$ cat config.mk
export PLATFORM = sky130hd
export DESIGN_NAME = uart_rx
export DESIGN_NICKNAME = d
export VERILOG_FILES = /design/src/rtl/uart_rx.sv
export SDC_FILE = /design/constraint.sdc
export NUM_CORES = 1
export LEC_CHECK = 0
export BUFFER_PORTS_ARGS = -buffer_cell sky130_fd_sc_hd__buf_2
export CORE_MARGIN = 10
export CORE_UTILIZATION = 39
export CTS_CLUSTER_DIAMETER = 60
export CTS_CLUSTER_SIZE = 14
export DETAILED_ROUTE_END_ITERATION = 16
export SLEW_MARGIN = 25
export SYNTH_ARGS = -nofsm -noshare
export SYNTH_HDL_FRONTEND = slang
export SYNTH_SLANG_ARGS = --single-unit
$ cat constraint.sdc
create_clock -name clk -period 2.3 [get_ports clk]
set_clock_uncertainty 0.1 [all_clocks]
set_input_delay 0.23 -clock clk [delete_from_list [all_inputs] [get_ports clk]]
set_output_delay 0.23 -clock clk [all_outputs]
set_load 0.02 [all_outputs]
$ cat src/rtl/uart_rx.sv
// 8E1 serial receiver: start, 8 data bits LSB first, even parity, stop.
// Emits a one-cycle dval_out per clean frame; parity/framing errors are silently dropped.
module uart_rx #(
    parameter int CLK_FREQ = 200_000_000,
    parameter int BAUD     = 57600
) (
    input  logic       clk,
    input  logic       rst,
    input  logic       rxd_in,
    output logic [7:0] dout,
    output logic       dval_out,
    output logic       idle_out
);

    localparam int BIT_CYCLES  = CLK_FREQ / BAUD;
    localparam int HALF_CYCLES = BIT_CYCLES / 2;
    localparam int CW          = (BIT_CYCLES > 2) ? $clog2(BIT_CYCLES) : 1;
    localparam logic [CW-1:0] BIT_LAST  = CW'(BIT_CYCLES - 1);
    localparam logic [CW-1:0] HALF_LAST = CW'(HALF_CYCLES - 1);

    typedef enum logic [2:0] {
        IDLE    = 3'd0,
        START   = 3'd1,
        DATA    = 3'd2,
        PARITY  = 3'd3,
        STOP    = 3'd4,
        RECOVER = 3'd5
    } state_t;

    state_t        state_r;
    logic [1:0]    sync_r;
    logic          rxs_s;
    logic [CW-1:0] cnt_r;
    logic [2:0]    idx_r;
    logic [7:0]    shift_r;
    logic          perr_r;

    function automatic logic odd_ones(input logic [7:0] d);
        return ^d;
    endfunction

    assign rxs_s = sync_r[1];

    // Two-flop synchronizer for the asynchronous line, idling high
    always_ff @(posedge clk or posedge rst) begin
        if (rst) begin
            sync_r <= 2'b11;
        end else begin
            sync_r <= {sync_r[0], rxd_in};
        end
    end

    // Frame FSM with bit-time counter; all outputs registered here
    always_ff @(posedge clk or posedge rst) begin
        if (rst) begin
            state_r  <= IDLE;
            cnt_r    <= '0;
            idx_r    <= 3'd0;
            shift_r  <= 8'h00;
            perr_r   <= 1'b0;
            dout     <= 8'h00;
            dval_out <= 1'b0;
            idle_out <= 1'b1;
        end else begin
            dval_out <= 1'b0;
            case (state_r)
                IDLE: begin
                    cnt_r <= '0;
                    if (!rxs_s) begin
                        state_r  <= START;
                        idle_out <= 1'b0;
                    end else begin
                        idle_out <= 1'b1;
                    end
                end
                START: begin
                    if (cnt_r == HALF_LAST) begin
                        cnt_r <= '0;
                        idx_r <= 3'd0;
                        if (rxs_s) begin
                            state_r  <= IDLE;
                            idle_out <= 1'b1;
                        end else begin
                            state_r <= DATA;
                        end
                    end else begin
                        cnt_r <= cnt_r + CW'(1);
                    end
                end
                DATA: begin
                    if (cnt_r == BIT_LAST) begin
                        cnt_r          <= '0;
                        shift_r[idx_r] <= rxs_s;
                        if (idx_r == 3'd7) begin
                            state_r <= PARITY;
                        end else begin
                            idx_r <= idx_r + 3'd1;
                        end
                    end else begin
                        cnt_r <= cnt_r + CW'(1);
                    end
                end
                PARITY: begin
                    if (cnt_r == BIT_LAST) begin
                        cnt_r   <= '0;
                        perr_r  <= rxs_s ^ odd_ones(shift_r);
                        state_r <= STOP;
                    end else begin
                        cnt_r <= cnt_r + CW'(1);
                    end
                end
                STOP: begin
                    if (cnt_r == BIT_LAST) begin
                        cnt_r <= '0;
                        if (rxs_s) begin
                            // Back in IDLE mid-stop-bit so an immediately following start is caught
                            state_r  <= IDLE;
                            idle_out <= 1'b1;
                            if (!perr_r) begin
                                dout     <= shift_r;
                                dval_out <= 1'b1;
                            end else begin
                                dout <= dout;
                            end
                        end else begin
                            state_r <= RECOVER;
                        end
                    end else begin
                        cnt_r <= cnt_r + CW'(1);
                    end
                end
                RECOVER: begin
                    cnt_r <= '0;
                    if (rxs_s) begin
                        state_r  <= IDLE;
                        idle_out <= 1'b1;
                    end else begin
                        idle_out <= 1'b0;
                    end
                end
                default: begin
                    state_r  <= IDLE;
                    cnt_r    <= '0;
                    idle_out <= 1'b1;
                end
            endcase
        end
    end

endmodule

# ---- Word level (Yosys, flattened, before mapping)
# Index checks and enable logic that the tools add are counted.
dict set report classes {
  add_sub_neg 2
  order_cmp 2
  eq_ne 16
  n_mux 29
  bitwise 3
  reduce_logical 13
}
# cell count
set ops {}
lappend ops {{two-way mux 3 bit} 11}
lappend ops {{two-way mux 12 bit} 2}
lappend ops {{one-hot mux 12 bit (2 select lines)} 1}
lappend ops {{one-hot mux 3 bit (6 select lines)} 1}
lappend ops {{!= test 2 bit (second input constant)} 8}
lappend ops {{adder 12 x 1 -> 12 bit (second input constant)} 1}
lappend ops {{== test 12 x 11 -> 1 bit (second input constant)} 1}
lappend ops {{== test 12 bit (second input constant)} 1}
lappend ops {{== test 3 bit (second input constant)} 3}
lappend ops {{two-way mux 1 bit} 9}
lappend ops {{bitwise mux 8 bit} 1}
lappend ops {{AND reduction 4 bit} 2}
lappend ops {{parity 8 bit} 1}
lappend ops {{AND reduction 7 bit} 1}
lappend ops {{== test 3 x 2 -> 1 bit (second input constant)} 2}
lappend ops {{one-hot mux 3 bit (2 select lines)} 1}
lappend ops {{< comparator 3 x 4 -> 1 bit (second input constant)} 1}
lappend ops {{one-hot mux 1 bit (4 select lines)} 1}
lappend ops {{AND reduction 2 bit} 2}
lappend ops {{OR reduction 2 bit} 2}
lappend ops {{adder 3 x 1 -> 3 bit (second input constant)} 1}
lappend ops {{demux 1 bit (select 3 bit)} 1}
lappend ops {{== test 3 x 1 -> 1 bit (second input constant)} 1}
lappend ops {{greater-or-equal comparator 3 x 1 -> 1 bit (second input constant)} 1}
lappend ops {{other kinds (8)} 9}
dict set report totals {
  ff_bits 39
  out_inout_bits 10
  elab_cells 74
}

# ---- Longest topological paths before layout
# Gate-level depths: netlist of the first run.
dict set report logic_depth {
  word_depth 5
  ltp_mapped 6
}

# ---- Least setup slack after synthesis of the first run
# No wires, ideal clock.
dict set report synth_timing {
  path_type {register -> register}
  startpoint {register cnt_r[0]}
  endpoint {register state_r[1]}
  arrival_ps 1717
  required_time_ps 2075
  path_slack_ps 358
  stages_incl_launch_ff 6
  path_cell_list {dfrtp_1 > ha_1 > nand3_1 > nor4_4 > o2111ai_1 > mux2_2}
}
dict set report synth_via {
  elab_chain_len 3
  word_cells_on_any_way 7
  cone_classes {eq/ne: 6; reduce/logical: 1}
}
# item line_no
set synth_rtl {}
lappend synth_rtl {{start, declared} 33} ;# logic [CW-1:0] cnt_r;
lappend synth_rtl {{start signal, assigned} 87} ;# cnt_r <= cnt_r + CW'(1);
lappend synth_rtl {{start signal, assigned} 100} ;# cnt_r <= cnt_r + CW'(1);
lappend synth_rtl {{start signal, assigned} 109} ;# cnt_r <= cnt_r + CW'(1);
lappend synth_rtl {{== test 12 bit or == test 12 x 11 -> 1 bit (tied branches)} --}
lappend synth_rtl {{!= test 2 bit (no line)} --}
lappend synth_rtl {{AND reduction 7 bit (no line) *} --}
lappend synth_rtl {{end signal, assigned} 95} ;# state_r <= PARITY;
lappend synth_rtl {{end signal, assigned} 107} ;# state_r <= STOP;
lappend synth_rtl {{end signal, assigned} 117} ;# state_r <= IDLE;
lappend synth_rtl {{end, declared} 30} ;# state_t state_r;
# Mark *: on every way between the ends. The rest lies on a longest branch, timed or not.
# A chain may end at the register's enable or synchronous reset.

# ---- Worst setup path after layout of the first run
dict set report layout_timing {
  startpoint {register cnt_r[4]}
  endpoint {register shift_r[6]}
}
dict set report layout_via {
  elab_chain_len 2
}
# item line_no
set layout_rtl {}
lappend layout_rtl {{== test 12 bit} 91} ;# if (cnt_r == BIT_LAST) begin
lappend layout_rtl {{AND reduction 2 bit (no line)} --}
lappend layout_rtl {{end signal, assigned by index} 93} ;# shift_r[idx_r] <= rxs_s;
lappend layout_rtl {{end, declared} 35} ;# logic [7:0] shift_r;
# No other way between the ends.

==> results.yml, run 1 <==
drt:
  drt-initial-drc-count: 55
  dr_wl_met3_um: 92
  routed_via_density: 5.07
  vias: 1317
  route.met2.wl_um: 1720
  wirelength_met1_um: 1670
  highest_layer: "met4"
  route.detailed.drc: 0
  antenna_left: 0
  drt_pass1_iterations: 4
  wirelength_um: 3530
  routedWlPerCell_um: 13.6
worst_hold_path:
  hold_class: "register to register"
timing:
  setup_viol: 0
  max_slew_margin_pct: 68.2
  hold_violations: 0
  tightestPinTransition_ps: 477
  fmax_mhz: 471
  period_share_pct: 92.2
  setup_tns_ps: 0
  rsz0062_at_grt: "false"
  min_period_ps: 2120
  final_max_slew_viol_count: 0
  hold_slack_ps: 260
floorplanning:
  io_pins: 13
  die_w_um: 90.8
  num_rows: 25
  core_area_mm2: 0.00479
  dieArea_mm2: 0.00825
  start_util_pct: 40.9
  die_h_um: 90.8
pwr:
  combPwrFrac_pct: 2.2
  switching_share_pct: 20.5
  power_leakage_nw: 1.09
  seq_power_share_pct: 53.7
  p_switching_w: 0.000263
  pwr-share-clk_pct: 44.1
  cellPowerDensity_mw_per_mm2: 573
  vdd_drop_max_v: 0.000385
  internal-power_w: 0.00102
worst_setup_path:
  reg2reg_from: "cnt_r[4]$_DFF_PP0_"
  critPathMaxFanout: 9
  timing.rr.end: "shift_r[6]$_DFFE_PP0P_"
  ff2ff_path_depth: 5
  r2r_setup_slack_ps: 180
  cp-end-kind: "register"
  crit_type: "register to register"
  crit_arrival_ps: 2200
  crit_end: "shift_r[6]$_DFFE_PP0P_"
  cp-start-kind: "register"
  critPathRequiredTime_ps: 2380
  cp-startpoint: "cnt_r[4]$_DFF_PP0_"
synth:
  synth_top_area_share_pct: 46.0
  synth.area.top_cells: "dfrtp_1 (46%), mux2_2 (12%), dfstp_2 (4.0%)"
  async_reset_ff_share_pct: 100
  syn_area_mm2: 0.00196
  syn_nets: 178
  ys_seq_area_share_pct: 50.1
  synth_cells: 172
  synth_cell_types: 35
  yosys_register_bits: 39
  ys.flop_type: "dfrtp_1"
  syn_avg_cell_area_um2: 11.4
  yosysWarnings: 0
  synth_edf_count: 0
  synth_top_area_cell: "dfrtp_1"
clocking:
  cts-resized-gates: 0
  cts.path.max_buffers: 2
  root_buffer: "clkbuf_8"
  cts_sinks: 39
  path_clk_slew_ps: 80
  htreeDepth: 2
  cts_tree: "done"
  clk_latency_ps: 290
  cts_buffers: 5
grt:
  grt_overflow: 0
  grt_pass1_vias: 1337
  grt_pass1_wl_um: 6480
  grtUsageTotal_pct: 9.46
  grt_antenna_before_repair: 0
  grt_max_degree: 40
cells_and_area:
  nFillCells: 432
  area_growth_pct: 14.5
  final_layout_size_suffix_gt1_share_pct: 28.5
  finalNetCount: 198
  final_cell_area_mm2: 0.00224
  diodes: 0
place:
  io_buffers: 12
  gp_congestion: 0.862
  place_hpwl_um: 2590
  postPlaceCellArea_mm2: 0.00211
run:
  cap_violations: 0
run_status:
  status: "finished, final reports clean"
[cell usage in the layout (no fill, tap or decap), types with 2 or more instances in the layout]
cell           netlist  final
or3b_2               2      2
mux2_2              21     21
nor3b_1              4      4
nand3_1             11     11
nand2_1              8      8
xor2_1               6      6
xnor2_1              9      9
o21ai_0              8      8
nor3_1               2      2
nor2_1              19     19
clkbuf_8             0      5
nor2b_1              4      4
mux2i_1              3      3
dfstp_2              3      3
ha_1                 3      3
dlygate4sd3_1        0      2
a21oi_1              2      2
nand4_1              5      5
buf_4                0      5
buf_2                1     12
dfrtp_1             36     36
inv_1                5      5
nand4b_1             2      2
[flip-flops by register name (all words and copies together) (netlist names)]
signal	count
state_r	3
shift_r	8
dval_out	1
idle_out	1
cnt_r	12
perr_r	1
sync_r	2
dout	8
idx_r	3
[worst min path at each step]
stage                             start             endpoint  slack [ps]  depth (start not counted)
finish              sync_r[0]$_DFF_PP1_  sync_r[1]$_DFF_PP1_         260                          0
global route        sync_r[0]$_DFF_PP1_  sync_r[1]$_DFF_PP1_         260                          0
CTS                 sync_r[0]$_DFF_PP1_  sync_r[1]$_DFF_PP1_         260                          0
detailed placement               rxd_in  sync_r[0]$_DFF_PP1_         240                          1
global placement                 rxd_in  sync_r[0]$_DFF_PP1_         240                          1
floorplan                        rxd_in  sync_r[0]$_DFF_PP1_         130                          0
[what timing repair did]
action | in CTS | in global routing
endpoints found under the setup margin | 0 | 0
hold buffers | 2 | 0
setup buffers | 0 | 0
hold endpoints to repair | 37 | 0
[through the flow]
step           power, W  instances  setup slack, ps  utilization (%)
4_1_cts         0.00130        260              171             46.8
5_1_grt         0.00135        260             37.6             46.8
3_5_place_dp   0.000731        250              191             44.0
6_report        0.00128        260              179             46.8
3_3_place_gp   0.000730        250              218             44.0
2_1_floorplan  0.000720        172              358                -
[metal layers]
layer	up-vias	GRT usage (%)
met2	15	15.2
met3	4	2.83
met1	651	11.6
met4	0	3.52
li1	647	-
met5	-	0
[kinds of logic (layout without fill, tap and decap cells)]
| logic type | after synthesis | after routing | share of synthesized area (%) |
|---|---|---|---|
| AO/OA/AOI/OAI | 14 | 14 | 4.41 |
| multiplexers | 24 | 24 | 13.6 |
| buffers and inverters | 11 | 32 | 2.56 |
| XOR/XNOR | 16 | 16 | 7.86 |
| adder cells (fa/ha/maj) | 3 | 3 | 1.92 |
| flip-flops | 39 | 39 | 50.1 |
| AND/OR/NAND/NOR | 65 | 65 | 19.6 |
[power by group through the flow]
stage | sequential (W) | combinational, W | clock (W)
finish | 0.000690 | 0.0000282 | 0.000566
global route | 0.000690 | 0.0000337 | 0.000624
global placement | 0.000703 | 0.0000263 | 0
detailed placement | 0.000703 | 0.0000272 | 0
floorplan | 0.000703 | 0.0000169 | 0
CTS | 0.000690 | 0.0000298 | 0.000580
[worst max-delay path, cell delays in order (launching register included)]
cell and delay, ps:
dfrtp_1 450, or3b_4 440, nor4_4 340, buf_4 240, nand4_1 130, mux2_2 300
[cell type report]
type                    count  area [um2]  area share, %
repair buffers             19         118           5.25
well taps                  67        83.8           3.74
clock buffers               5        68.8           3.07
inverters                   5        18.8          0.838
flip-flops and latches     39         980           43.7
multi-input cells         122         927           41.4
clock inverters             3        43.8           1.96
[synth_stat cells, types with 2 or more instances]
library cell / number
a21oi_1: 2
clkbuf_1: 4
dfrtp_1: 36
dfstp_2: 3
ha_1: 3
inv_1: 5
mux2_2: 21
mux2i_1: 3
nand2_1: 8
nand3_1: 11
nand4_1: 5
nand4b_1: 2
nor2_1: 19
nor2b_1: 4
nor3_1: 2
nor3b_1: 4
o21ai_0: 8
or3b_2: 2
xnor2_1: 9
xor2_1: 6
Power figures use the tool's default switching activity.
==> inputs of run 2 (changes only) <==
Settings changed: CORE_UTILIZATION 39 to 55, PLACE_DENSITY from default to 0.73.
==> run 2 against run 1 <==
Net effect: first-iteration DRC count grew 1.8%; power shrank 6.6%; cell count shrank 7.7%; register-to-register slack lost 20 ps; combinational power shrank 4%; clock-buffer cell count grew 1; non-clock buffer count grew 1; cell area shrank 2.0%; critical path type unchanged; clock power shrank 15%; sequential share of layout area grew 0.90 points; largest power group unchanged; sequential power is essentially flat; hold slack gained 5.8 ps.
==> results.yml, run 2 (same netlist as run 1, synthesis figures left out) <==
cells_and_area:
  diodes: 0
  reg_top3: "cnt_r: 12 flops, dout: 8 flops, shift_r: 8 flops"
  final_common_cell: "dfrtp_1"
  finalNetCount: 199
  final_cell_mix: "dfrtp_1 (36), mux2_2 (21), nor2_1 (19)"
  multi_input_area_um2: 927
  area_growth_pct: 12.1
  top_register: "cnt_r"
  final_layout_size_suffix_gt1_share_pct: 28.9
  largest_register_ffs: 12
  nFillCells: 277
  seqCellArea_um2: 980
worst_hold_path:
  hold_class: "register to register"
grt:
  grtUsageTotal_pct: 12.2
  grt_max_degree: 40
  grt_overflow: 0
  grt_pass1_wl_um: 6130
  grt_pass1_vias: 1286
  grt_antenna_before_repair: 0
worst_setup_path:
  crit_arrival_ps: 2280
  critPathMaxFanout: 8
  crit_type: "register to register"
  cp-start-kind: "register"
  worst-path-buf-inv: 1
  crit_slowest_cell: "dfrtp_1"
  critical-path-top-delay-family: "simple AND/OR/NAND/NOR gates"
  critPathRequiredTime_ps: 2440
  path_cells: "or3b_4 > nor4_4 > buf_4 > nand4_1 > mux2_2"
  slowest_delay_ps: 470
  cp-end-kind: "register"
timing:
  tightestPinTransition_ps: 477
  max_slew_margin_pct: 68.2
  period_share_pct: 92.9
  hold_violations: 0
  setup_tns_ps: 0
  setup_viol: 0
  fmax_mhz: 468
  min_period_ps: 2140
  hold_slack_ps: 265
  rsz0062_at_grt: "false"
  final_max_slew_viol_count: 0
floorplanning:
  die_h_um: 79.7
  core_area_mm2: 0.00339
  dieArea_mm2: 0.00634
  io_pins: 13
  num_rows: 21
  die_w_um: 79.7
  start_util_pct: 57.7
clocking:
  cts.path.max_buffers: 2
  htreeDepth: 2
  root_buffer: "clkbuf_4"
  holdBufCountCts: 2
  cts_sinks: 39
  cts_buffers: 5
  cts-resized-gates: 0
  cts_tree: "done"
  clk_latency_ps: 350
  path_clk_slew_ps: 110
  post_cts_buffers: 0
drt:
  vias: 1314
  routed_via_density: 5.48
  highest_layer: "met4"
  wirelength_met1_um: 1670
  routedWlPerCell_um: 14.6
  drt_pass1_iterations: 4
  wirelength_um: 3490
  dr_wl_met3_um: 165
  route.met2.wl_um: 1600
  drt-initial-drc-count: 56
  route.detailed.drc: 0
  antenna_left: 0
place:
  io_buffers: 12
  place_hpwl_um: 2470
  gp_congestion: 0.875
pwr:
  power_leakage_nw: 1.08
  vdd_drop_max_v: 0.000370
  cellPowerDensity_mw_per_mm2: 547
run_status:
  status: "finished, final reports clean"
run:
  cap_violations: 0
run 2: changes by cell type in the layout (fill, tap and decap cells not counted):
cell | before | now
clkbuf_8 | 5 | 1
clkinv_4 | 1 | 0
buf_4 | 5 | 6
clkbuf_4 | 0 | 5
run 2: worst reg2reg max path, cell delays in order, from the launching register on:
cell and delay [ps]:
dfrtp_1 470, or3b_4 450, nor4_4 360, buf_4 250
nand4_1 120, mux2_2 290
run 2: final timing paths:
| check | to | cells past startpoint | slack [ps] | startpoint |
|---|---|---|---|---|
| hold / removal | sync_r[1]$_DFF_PP1_ | 0 | 270 | sync_r[0]$_DFF_PP1_ |
| min in group asynchronous | shift_r[5]$_DFFE_PP0P_ | 4 | 440 | rst |
| max in group asynchronous | sync_r[0]$_DFF_PP1_ | 4 | 1310 | rst |
| setup / recovery | shift_r[7]$_DFFE_PP0P_ | 5 | 160 | cnt_r[4]$_DFF_PP0_ |
| setup reg to reg | shift_r[7]$_DFFE_PP0P_ | 5 | 160 | cnt_r[4]$_DFF_PP0_ |
| hold reg to reg | sync_r[1]$_DFF_PP1_ | 0 | 270 | sync_r[0]$_DFF_PP1_ |
run 2: area by class of cell:
type / count / area share (%)
inverters: 5 / 0.855
clock inverters: 2 / 1.60
clock buffers: 6 / 2.34
well taps: 46 / 2.62
multi-input cells: 122 / 42.2
flip-flops and latches: 39 / 44.6
repair buffers: 20 / 5.70
run 2: metal layers:
| metal | vias to the layer above | global-route usage (%) |
|---|---|---|
| li1 | 653 | - |
| met1 | 638 | 15.7 |
| met2 | 16 | 17.5 |
| met3 | 7 | 5.29 |
| met4 | 0 | 4.48 |
| met5 | - | 0 |
run 2: per-stage QoR:
stage                     total power, W  cells  utilization [%]  worst slack, ps  area, um2
final                            0.00120    240             64.7              163       2190
after global routing             0.00125    240             64.7             25.1       2190
after CTS                        0.00121    240             64.7              127       2190
after detailed placement        0.000730    230             61.6              151       2090
after global placement          0.000729    230             61.6              208       2090
after floorplan                 0.000720    172                -              358       1960
run 2: power by group:
group | switching (W) | internal, W | leakage [nW]
combinational | 0.0000175 | 0.00000945 | 0.514
sequential | 0.00000280 | 0.000689 | 0.520
clock | 0.000224 | 0.000257 | 0.0482
total | 0.000245 | 0.000955 | 1.08
